--- config.mk ---
export PLATFORM = sky130hd
export DESIGN_NAME = fft_frame_scheduler_flat
export DESIGN_NICKNAME = d
export VERILOG_FILES = /design/src/rtl/fft_ctrl_pkg.sv /design/src/rtl/fft_frame_scheduler_if.sv /design/src/rtl/rr_arbiter.sv /design/src/rtl/fft_frame_scheduler.sv /design/src/flat_wrapper.sv
export SDC_FILE = /design/constraint.sdc
export NUM_CORES = 1
export LEC_CHECK = 0
export ABC_CLOCK_PERIOD_IN_PS = 3150
export BUFFER_PORTS_ARGS = -buffer_cell sky130_fd_sc_hd__buf_2
export CAP_MARGIN = 40
export CORE_AREA = 2 2 123 125
export DETAILED_ROUTE_END_ITERATION = 8
export DIE_AREA = 0 0 125 127
export PLACE_DENSITY = 0.71
export SKIP_LAST_GASP = 1
export SYNTH_ARGS = -nofsm -noshare
export SYNTH_HDL_FRONTEND = slang
export SYNTH_SLANG_ARGS = --single-unit
--- constraint.sdc ---
create_clock -name clk -period 3.15 [get_ports clk]
set_input_delay 0.63 -clock clk [delete_from_list [all_inputs] [get_ports clk]]
set_output_delay 0.63 -clock clk [all_outputs]
set_load 0.01 [all_outputs]
--- src/rtl/fft_ctrl_pkg.sv ---
// Shared definitions for the FFT frame scheduler: FSM state encoding,
// default engine geometry and a helper for channel-index widths.
package fft_ctrl_pkg;

  typedef enum logic [2:0] {
    IDLE        = 3'd0,
    LOAD        = 3'd1,
    PAD         = 3'd2,
    WAIT_RESULT = 3'd3,
    DRAIN       = 3'd4
  } state_e;

  localparam int NUM_CH_DEF     = 4;
  localparam int FFT_SIZE_DEF   = 1024;
  localparam int DATA_WIDTH_DEF = 24;
  localparam int FFT_INDEX_W    = 11;

  // Width of a channel index; never below one bit.
  function automatic int ch_width(input int n);
    return (n > 1) ? $clog2(n) : 1;
  endfunction

  localparam int CH_W = ch_width(NUM_CH_DEF);

endpackage

--- src/rtl/fft_frame_scheduler_if.sv ---
// Channel-side and engine-side signals of the FFT frame scheduler.
//   ch_req/ch_valid/ch_real/ch_imag : per-channel requests and samples (ch 0 in LSBs)
//   ch_ready/ch_grant               : one-hot handshake back to the channels
//   fft_real_in/fft_imag_in/fft_data_valid : sample stream into the engine
//   fft_valid/fft_index             : engine output burst observation
// master = scheduler, slave = channels + engine.
interface fft_frame_scheduler_if #(
  parameter int NUM_CH     = 4,
  parameter int DATA_WIDTH = 24
);
  import fft_ctrl_pkg::*;

  logic [NUM_CH-1:0]            ch_req;
  logic [NUM_CH-1:0]            ch_valid;
  logic [NUM_CH*DATA_WIDTH-1:0] ch_real;
  logic [NUM_CH*DATA_WIDTH-1:0] ch_imag;
  logic [NUM_CH-1:0]            ch_ready;
  logic [NUM_CH-1:0]            ch_grant;
  logic [DATA_WIDTH-1:0]        fft_real_in;
  logic [DATA_WIDTH-1:0]        fft_imag_in;
  logic                         fft_data_valid;
  logic                         fft_valid;
  logic [FFT_INDEX_W-1:0]       fft_index;

  modport master (
    input  ch_req, ch_valid, ch_real, ch_imag, fft_valid, fft_index,
    output ch_ready, ch_grant, fft_real_in, fft_imag_in, fft_data_valid
  );

  modport slave (
    output ch_req, ch_valid, ch_real, ch_imag, fft_valid, fft_index,
    input  ch_ready, ch_grant, fft_real_in, fft_imag_in, fft_data_valid
  );
endinterface

--- src/rtl/rr_arbiter.sv ---
// Round-robin arbiter. Search starts at ptr_q; the pointer moves to the
// channel after the winner only when 'advance' is high.
//   req       : request vector
//   advance   : commit the current winner and rotate priority
//   grant     : one-hot winner (combinational)
//   grant_idx : index of the winner
module rr_arbiter
  import fft_ctrl_pkg::*;
#(
  parameter int N     = 4,
  parameter int IDX_W = ch_width(N)
) (
  input  logic             clk,
  input  logic             rst,
  input  logic [N-1:0]     req,
  input  logic             advance,
  output logic [N-1:0]     grant,
  output logic [IDX_W-1:0] grant_idx
);
  logic [IDX_W-1:0] ptr_q, ptr_d;
  logic [IDX_W:0]   idx;
  logic             found;

  // NOTE: every variable gets a default before any branch so no path leaves
  // it unassigned; otherwise synthesis infers a latch.
  always_comb begin
    grant     = '0;
    grant_idx = '0;
    found     = 1'b0;
    idx       = '0;
    for (int i = 0; i < N; i++) begin
      idx = {1'b0, ptr_q} + (IDX_W+1)'(i);
      if (idx >= (IDX_W+1)'(N)) idx = idx - (IDX_W+1)'(N);
      if (!found && req[idx[IDX_W-1:0]]) begin
        found                   = 1'b1;
        grant[idx[IDX_W-1:0]]   = 1'b1;
        grant_idx               = idx[IDX_W-1:0];
      end
    end
  end

  always_comb begin
    ptr_d = ptr_q;
    if (advance && found) begin
      ptr_d = (grant_idx == IDX_W'(N-1)) ? '0 : grant_idx + IDX_W'(1);
    end
  end

  // NOTE: non-blocking assignment for state so every flop samples the
  // pre-edge values regardless of process ordering.
  always_ff @(posedge clk) begin
    if (rst) ptr_q <= '0;
    else     ptr_q <= ptr_d;
  end
endmodule

--- src/rtl/fft_frame_scheduler.sv ---
// Time-shares one FFT engine among NUM_CH sources. Grants one channel per
// frame round-robin, muxes FFT_SIZE samples (zero-padding after a stall),
// then watches the engine output burst and reports completion/errors.
//   clk, rst    : clock, synchronous active-high reset
//   bus         : channel + engine signals (master modport)
//   out_channel : owner of the current/last frame
//   frame_done, err_stall, err_result : one-cycle pulses
//   busy        : not IDLE
//   frames_done : completed-frame counter (wraps)
module fft_frame_scheduler
  import fft_ctrl_pkg::*;
#(
  parameter int NUM_CH         = NUM_CH_DEF,
  parameter int FFT_SIZE       = FFT_SIZE_DEF,
  parameter int DATA_WIDTH     = DATA_WIDTH_DEF,
  parameter int STALL_TIMEOUT  = 64,
  parameter int RESULT_TIMEOUT = 8192
) (
  input  logic                        clk,
  input  logic                        rst,
  fft_frame_scheduler_if.master       bus,
  output logic [ch_width(NUM_CH)-1:0] out_channel,
  output logic                        frame_done,
  output logic                        err_stall,
  output logic                        err_result,
  output logic                        busy,
  output logic [15:0]                 frames_done
);
  localparam int CW      = ch_width(NUM_CH);
  localparam int CNT_W   = $clog2(FFT_SIZE);
  localparam int TMR_MAX = (RESULT_TIMEOUT > STALL_TIMEOUT) ? RESULT_TIMEOUT : STALL_TIMEOUT;
  localparam int TMR_W   = $clog2(TMR_MAX + 1);

  state_e                state_q, state_d;
  logic [NUM_CH-1:0]     grant_q, grant_d;
  logic [CW-1:0]         chan_q, chan_d;
  logic [CNT_W-1:0]      cnt_q, cnt_d;
  // One timer serves both the LOAD stall watch and the result timeout.
  logic [TMR_W-1:0]      tmr_q, tmr_d;
  logic [DATA_WIDTH-1:0] re_q, re_d, im_q, im_d;
  logic                  dv_q, dv_d;
  logic                  frame_done_q, frame_done_d;
  logic                  err_stall_q, err_stall_d;
  logic                  err_result_q, err_result_d;
  logic [15:0]           frames_done_q, frames_done_d;

  logic [NUM_CH-1:0]     arb_grant;
  logic [CW-1:0]         arb_idx;
  logic                  advance;
  logic [NUM_CH-1:0]     ready;
  logic                  accept;

  rr_arbiter #(.N(NUM_CH), .IDX_W(CW)) u_arb (
    .clk       (clk),
    .rst       (rst),
    .req       (bus.ch_req),
    .advance   (advance),
    .grant     (arb_grant),
    .grant_idx (arb_idx)
  );

  assign ready  = (state_q == LOAD) ? grant_q : '0;
  assign accept = |(bus.ch_valid & ready);

  always_comb begin
    state_d       = state_q;
    grant_d       = grant_q;
    chan_d        = chan_q;
    cnt_d         = cnt_q;
    tmr_d         = tmr_q;
    re_d          = '0;
    im_d          = '0;
    dv_d          = 1'b0;
    frame_done_d  = 1'b0;
    err_stall_d   = 1'b0;
    err_result_d  = 1'b0;
    frames_done_d = frames_done_q;
    advance       = 1'b0;

    unique case (state_q)
      IDLE: if (|bus.ch_req) begin
        advance = 1'b1;
        grant_d = arb_grant;
        chan_d  = arb_idx;
        cnt_d   = '0;
        tmr_d   = '0;
        state_d = LOAD;
      end
      LOAD: begin
        if (accept) begin
          re_d  = bus.ch_real[int'(chan_q)*DATA_WIDTH +: DATA_WIDTH];
          im_d  = bus.ch_imag[int'(chan_q)*DATA_WIDTH +: DATA_WIDTH];
          dv_d  = 1'b1;
          cnt_d = cnt_q + CNT_W'(1);
          tmr_d = '0;
          if (cnt_q == CNT_W'(FFT_SIZE-1)) state_d = WAIT_RESULT;
        end else if (tmr_q == TMR_W'(STALL_TIMEOUT-1)) begin
          err_stall_d = 1'b1;
          tmr_d       = '0;
          state_d     = PAD;
        end else begin
          tmr_d = tmr_q + TMR_W'(1);
        end
      end
      PAD: begin
        dv_d  = 1'b1;
        cnt_d = cnt_q + CNT_W'(1);
        if (cnt_q == CNT_W'(FFT_SIZE-1)) state_d = WAIT_RESULT;
      end
      WAIT_RESULT: begin
        if (bus.fft_valid) begin
          state_d = DRAIN;
        end else if (tmr_q == TMR_W'(RESULT_TIMEOUT-1)) begin
          err_result_d = 1'b1;
          grant_d      = '0;
          state_d      = IDLE;
        end else begin
          tmr_d = tmr_q + TMR_W'(1);
        end
      end
      DRAIN: if (bus.fft_valid && bus.fft_index == FFT_INDEX_W'(FFT_SIZE-1)) begin
        frame_done_d  = 1'b1;
        frames_done_d = frames_done_q + 16'd1;
        grant_d       = '0;
        state_d       = IDLE;
      end
      default: state_d = IDLE;
    endcase

    // Engine output outside a result window is flagged but otherwise ignored.
    if (bus.fft_valid && (state_q == IDLE || state_q == LOAD || state_q == PAD)) begin
      err_result_d = 1'b1;
    end
  end

  always_ff @(posedge clk) begin
    if (rst) begin
      state_q       <= IDLE;
      grant_q       <= '0;
      chan_q        <= '0;
      cnt_q         <= '0;
      tmr_q         <= '0;
      re_q          <= '0;
      im_q          <= '0;
      dv_q          <= 1'b0;
      frame_done_q  <= 1'b0;
      err_stall_q   <= 1'b0;
      err_result_q  <= 1'b0;
      frames_done_q <= '0;
    end else begin
      state_q       <= state_d;
      grant_q       <= grant_d;
      chan_q        <= chan_d;
      cnt_q         <= cnt_d;
      tmr_q         <= tmr_d;
      re_q          <= re_d;
      im_q          <= im_d;
      dv_q          <= dv_d;
      frame_done_q  <= frame_done_d;
      err_stall_q   <= err_stall_d;
      err_result_q  <= err_result_d;
      frames_done_q <= frames_done_d;
    end
  end

  assign bus.ch_ready       = ready;
  assign bus.ch_grant       = grant_q;
  assign bus.fft_real_in    = re_q;
  assign bus.fft_imag_in    = im_q;
  assign bus.fft_data_valid = dv_q;
  assign out_channel        = chan_q;
  assign frame_done         = frame_done_q;
  assign err_stall          = err_stall_q;
  assign err_result         = err_result_q;
  assign busy               = (state_q != IDLE);
  assign frames_done        = frames_done_q;
endmodule

--- src/flat_wrapper.sv ---
// flat-port wrapper written by rule: the top's interface ports become plain ports
module fft_frame_scheduler_flat import fft_ctrl_pkg::*;
#(
  parameter int NUM_CH         = NUM_CH_DEF,
  parameter int FFT_SIZE       = FFT_SIZE_DEF,
  parameter int DATA_WIDTH     = DATA_WIDTH_DEF,
  parameter int STALL_TIMEOUT  = 64,
  parameter int RESULT_TIMEOUT = 8192
)
  (clk, rst, out_channel, frame_done, err_stall, err_result, busy, frames_done, bus_ch_req, bus_ch_valid, bus_ch_real, bus_ch_imag, bus_fft_valid, bus_fft_index, bus_ch_ready, bus_ch_grant, bus_fft_real_in, bus_fft_imag_in, bus_fft_data_valid);
  fft_frame_scheduler_if #(.NUM_CH(NUM_CH), .DATA_WIDTH(DATA_WIDTH)) bus_i ();
  input  logic clk;
  input  logic rst;
  output logic [ch_width(NUM_CH)-1:0] out_channel;
  output logic frame_done;
  output logic err_stall;
  output logic err_result;
  output logic busy;
  output logic [15:0] frames_done;
  input wire logic [$bits(bus_i.ch_req)-1:0] bus_ch_req;
  input wire logic [$bits(bus_i.ch_valid)-1:0] bus_ch_valid;
  input wire logic [$bits(bus_i.ch_real)-1:0] bus_ch_real;
  input wire logic [$bits(bus_i.ch_imag)-1:0] bus_ch_imag;
  input wire logic [$bits(bus_i.fft_valid)-1:0] bus_fft_valid;
  input wire logic [$bits(bus_i.fft_index)-1:0] bus_fft_index;
  output wire logic [$bits(bus_i.ch_ready)-1:0] bus_ch_ready;
  output wire logic [$bits(bus_i.ch_grant)-1:0] bus_ch_grant;
  output wire logic [$bits(bus_i.fft_real_in)-1:0] bus_fft_real_in;
  output wire logic [$bits(bus_i.fft_imag_in)-1:0] bus_fft_imag_in;
  output wire logic [$bits(bus_i.fft_data_valid)-1:0] bus_fft_data_valid;
  assign bus_i.ch_req = bus_ch_req;
  assign bus_i.ch_valid = bus_ch_valid;
  assign bus_i.ch_real = bus_ch_real;
  assign bus_i.ch_imag = bus_ch_imag;
  assign bus_i.fft_valid = bus_fft_valid;
  assign bus_i.fft_index = bus_fft_index;
  assign bus_ch_ready = bus_i.ch_ready;
  assign bus_ch_grant = bus_i.ch_grant;
  assign bus_fft_real_in = bus_i.fft_real_in;
  assign bus_fft_imag_in = bus_i.fft_imag_in;
  assign bus_fft_data_valid = bus_i.fft_data_valid;
  fft_frame_scheduler #(.NUM_CH(NUM_CH), .FFT_SIZE(FFT_SIZE), .DATA_WIDTH(DATA_WIDTH), .STALL_TIMEOUT(STALL_TIMEOUT), .RESULT_TIMEOUT(RESULT_TIMEOUT)) u_core (.clk(clk), .rst(rst), .bus(bus_i), .out_channel(out_channel), .frame_done(frame_done), .err_stall(err_stall), .err_result(err_result), .busy(busy), .frames_done(frames_done));
endmodule
==> metrics.csv <==
metric,value,unit
outcome,finished clean,
total track usage,21.7,%
Post-synth ARST share,0,%
Max IR drop VDD,0.385,mV
Hold Path Class,flip-flop to flip-flop,
top post-synthesis cells by area,"dfxtp_1 36%, mux4_2 20%, nor2b_1 5.6%, a21oi_1 2.5%, ha_1 2.2%",
# Max-Cap Violations,0,
most frequent cells in the layout,"292 x buf_2, 101 x dfxtp_1, 51 x mux4_2, 51 x nor2b_1, 30 x nor2_1",
FMAX,0.358,GHz
Avg WL per Cell,17.6,µm
final period utilization,88.6,%
IO Port Bufs,292,
post-route ant nets,0,
yosys warns,0,
die width,125,µm
Overflow after GRT,0,
clk buf depth,2,
final core utilization,52.8,%
first-pass GRT wire length,27.2,mm
setup total negative slack,0,ns
Worst-Skew Late Latency,0.34,ns
Max Slew Vio Count,0,
die footprint,15900,µm²
share of cells above drive strength 1,45.1,%
"commonest non-fill, non-tap cell in the layout",buf_2,
Initial DRC Count,346,
Post-CTS Hold Buffers,0,
FF+latch area,2070,µm²
max incr delay on CP,0.52,ns
final hold vios,0,
CTS tree,done,
unrepaired setup endpoints after global routing,false,
Slew @ Worst Pin,0.682,ns
Num Clock Sinks,103,
leakage,0.00325,µW
placed cell area,7360,µm²
CORE AREA,14400,µm²
Main synth FF type,dfxtp_1,
total I/O pin count,293,
"CTS clk-pin slew, worst paths",0.06,ns
Comb pwr share,43.4,%
GPL Wtd Cong,0.805,
P&R area growth vs syn,33.9,%
crit-path max FO,10,
DR pass1 iterations,4,
worst slew margin relative to its limit,54.6,%
DRC,0,
top cell type's share of synthesized area,36.2,%
Net Sw Frac,34.8,%
Mean Syn Cell Area,10.3,µm²
post-route cell area,7620,µm²
sequential fraction of the synthesis area,36.2,%
area of the multi-input gates,3420,µm²
"Distinct cells, synth",58,
Via Count,5439,
initial antenna violation count,3,
Pwr Density,622,nW/µm²
Syn Std Cell Area,5690,µm²
total power draw,4740,µW
nets,1057,
Post-Syn Instances,553,
startpoint type of the worst setup path,flip-flop,
CTS Buf Count,9,
mean number of vias per cell,5.33,
vias in the first global route,5121,
Starting Density,39.4,%
cells along the critical path,inv_1 -> ha_1 -> or3b_1 -> a2111o_1 -> and4_1 -> or3_1 -> a311oi_1,
Clk pwr share,20.9,%
Int Pwr,3090,µW
post_cts resized,0,
H-tree depth,3,
Reg power frac,35.8,%
Post-synth EDFFs,0,
Synth area leader,dfxtp_1,
DP Wirelength,14.3,mm
Finish-stage setup viols,0,
element type at the critical path end,flip-flop,
Psw,1650,µW
fillers,1316,
WS Path Type,flip-flop to flip-flop,
min cycle time layout,2.79,ns
Post-Syn Nets,777,
Row Count,44,
largest net degree at the start of global routing,37,
Post-CTS Setup Bufs,0,
"Req. time, crit path",3.41,ns
DRT Wirelength,18.0,mm
Synth Register Bits,103,
Die Y,127,µm
CP arrival,3.05,ns
clk_skew,0.00485,ns
CP max stage cell,dfxtp_1,
root cell of the clock tree,clkbuf_16,
worst max-delay path: cells and delay by family (launching register included):
family                     cells  cell delay (ns)
AOI/OAI and AO/OA              2             0.66
DFF                            1             0.52
buffers and inverters          1             0.14
adders and majority gates      1             0.42
and+or+nand+nor                3             0.96
cell type report:
class	count	share of cell area (%)
Multi-Input combinational cell	397	44.9
Clock buffer	11	3.19
Sequential cell	103	27.1
Antenna cell	2	0.0657
Inverter	16	0.789
Tap cell	184	3.02
Timing Repair Buffer	306	20.7
Clock inverter	2	0.131
flip-flops by register name, summed over array words and instances (netlist names), named ones only:
name                       cells
u_core.bus.fft_imag_in        24
u_core.cnt_q                  10
u_core.bus.ch_grant            4
u_core.frames_done            16
u_core.err_stall               1
u_core.tmr_q                  14
u_core.state_q                 3
u_core.bus.fft_real_in        24
u_core.frame_done              1
u_core.err_result              1
u_core.u_arb.ptr_q             1
u_core.out_channel             2
u_core.bus.fft_data_valid      1
per-layer routing:
layer | share of wire, % | global-route usage [%] | vias up
met5 | 0.12 | 0 | -
met3 | 9.1 | 6.28 | 17
met4 | 0.97 | 4.18 | 4
met2 | 47 | 34.1 | 186
met1 | 43 | 30.1 | 2579
li1 | - | - | 2653
kinds of logic after synthesis:
| kind of cell | share of synthesized area, % |
|---|---|
| and+or+nand+nor | 22.5 |
| xor gates and xnor gates | 2.93 |
| buffers and inverters | 3.65 |
| muxes | 20.7 |
| AOI/OAI and AO/OA | 11.8 |
| adders and majority gates | 2.20 |
| DFF | 36.2 |
cells in the mapped netlist, types with 6 or more instances:
| cell type | n |
|---|---|
| xor2_1 | 6 |
| a21oi_1 | 28 |
| xnor2_1 | 13 |
| and3_1 | 7 |
| nor4_1 | 7 |
| nand2_1 | 27 |
| nand3_1 | 13 |
| clkbuf_1 | 29 |
| mux4_2 | 51 |
| nor3_1 | 8 |
| nand2b_1 | 11 |
| or4_1 | 12 |
| o21ai_0 | 19 |
| and2_1 | 7 |
| inv_1 | 16 |
| or3_1 | 8 |
| dfxtp_1 | 103 |
| o31ai_1 | 12 |
| ha_1 | 10 |
| nor2b_1 | 51 |
| nor2_1 | 30 |
| nand4_1 | 9 |
path summary, 6_finish.rpt:
check | startpoint | slack, ns | cells after the start | to
hold reg to reg | u_core.frames_done[10]$_SDFFE_PP0P_ | 0.49 | 2 | u_core.frames_done[10]$_SDFFE_PP0P_
setup / recovery | u_core.u_arb.ptr_q[1]$_SDFFE_PP0P_ | 0.36 | 7 | u_core.u_arb.ptr_q[1]$_SDFFE_PP0P_
setup reg to reg | u_core.u_arb.ptr_q[1]$_SDFFE_PP0P_ | 0.36 | 7 | u_core.u_arb.ptr_q[1]$_SDFFE_PP0P_
hold / removal | u_core.frames_done[10]$_SDFFE_PP0P_ | 0.49 | 2 | u_core.frames_done[10]$_SDFFE_PP0P_
power groups by stage:
stage	Sequential [µW]	Clock, µW	Combinational [µW]
finish	1690	990	2050
global route	1730	1070	2250
CTS	1700	1020	2070
detailed placement	1730	0	2050
global placement	1720	0	2060
floorplan	1590	0	1530
through the flow:
stage	std cells	setup WS [ns]	hold WS (ns)
detailed placement	1006	0.368	0.484
floorplan	553	0.258	0.454
global route	1019	0.187	0.516
finish	1021	0.360	0.493
CTS	1019	0.347	0.493
global placement	1006	0.412	0.471
Power figures use the tool's default switching activity.
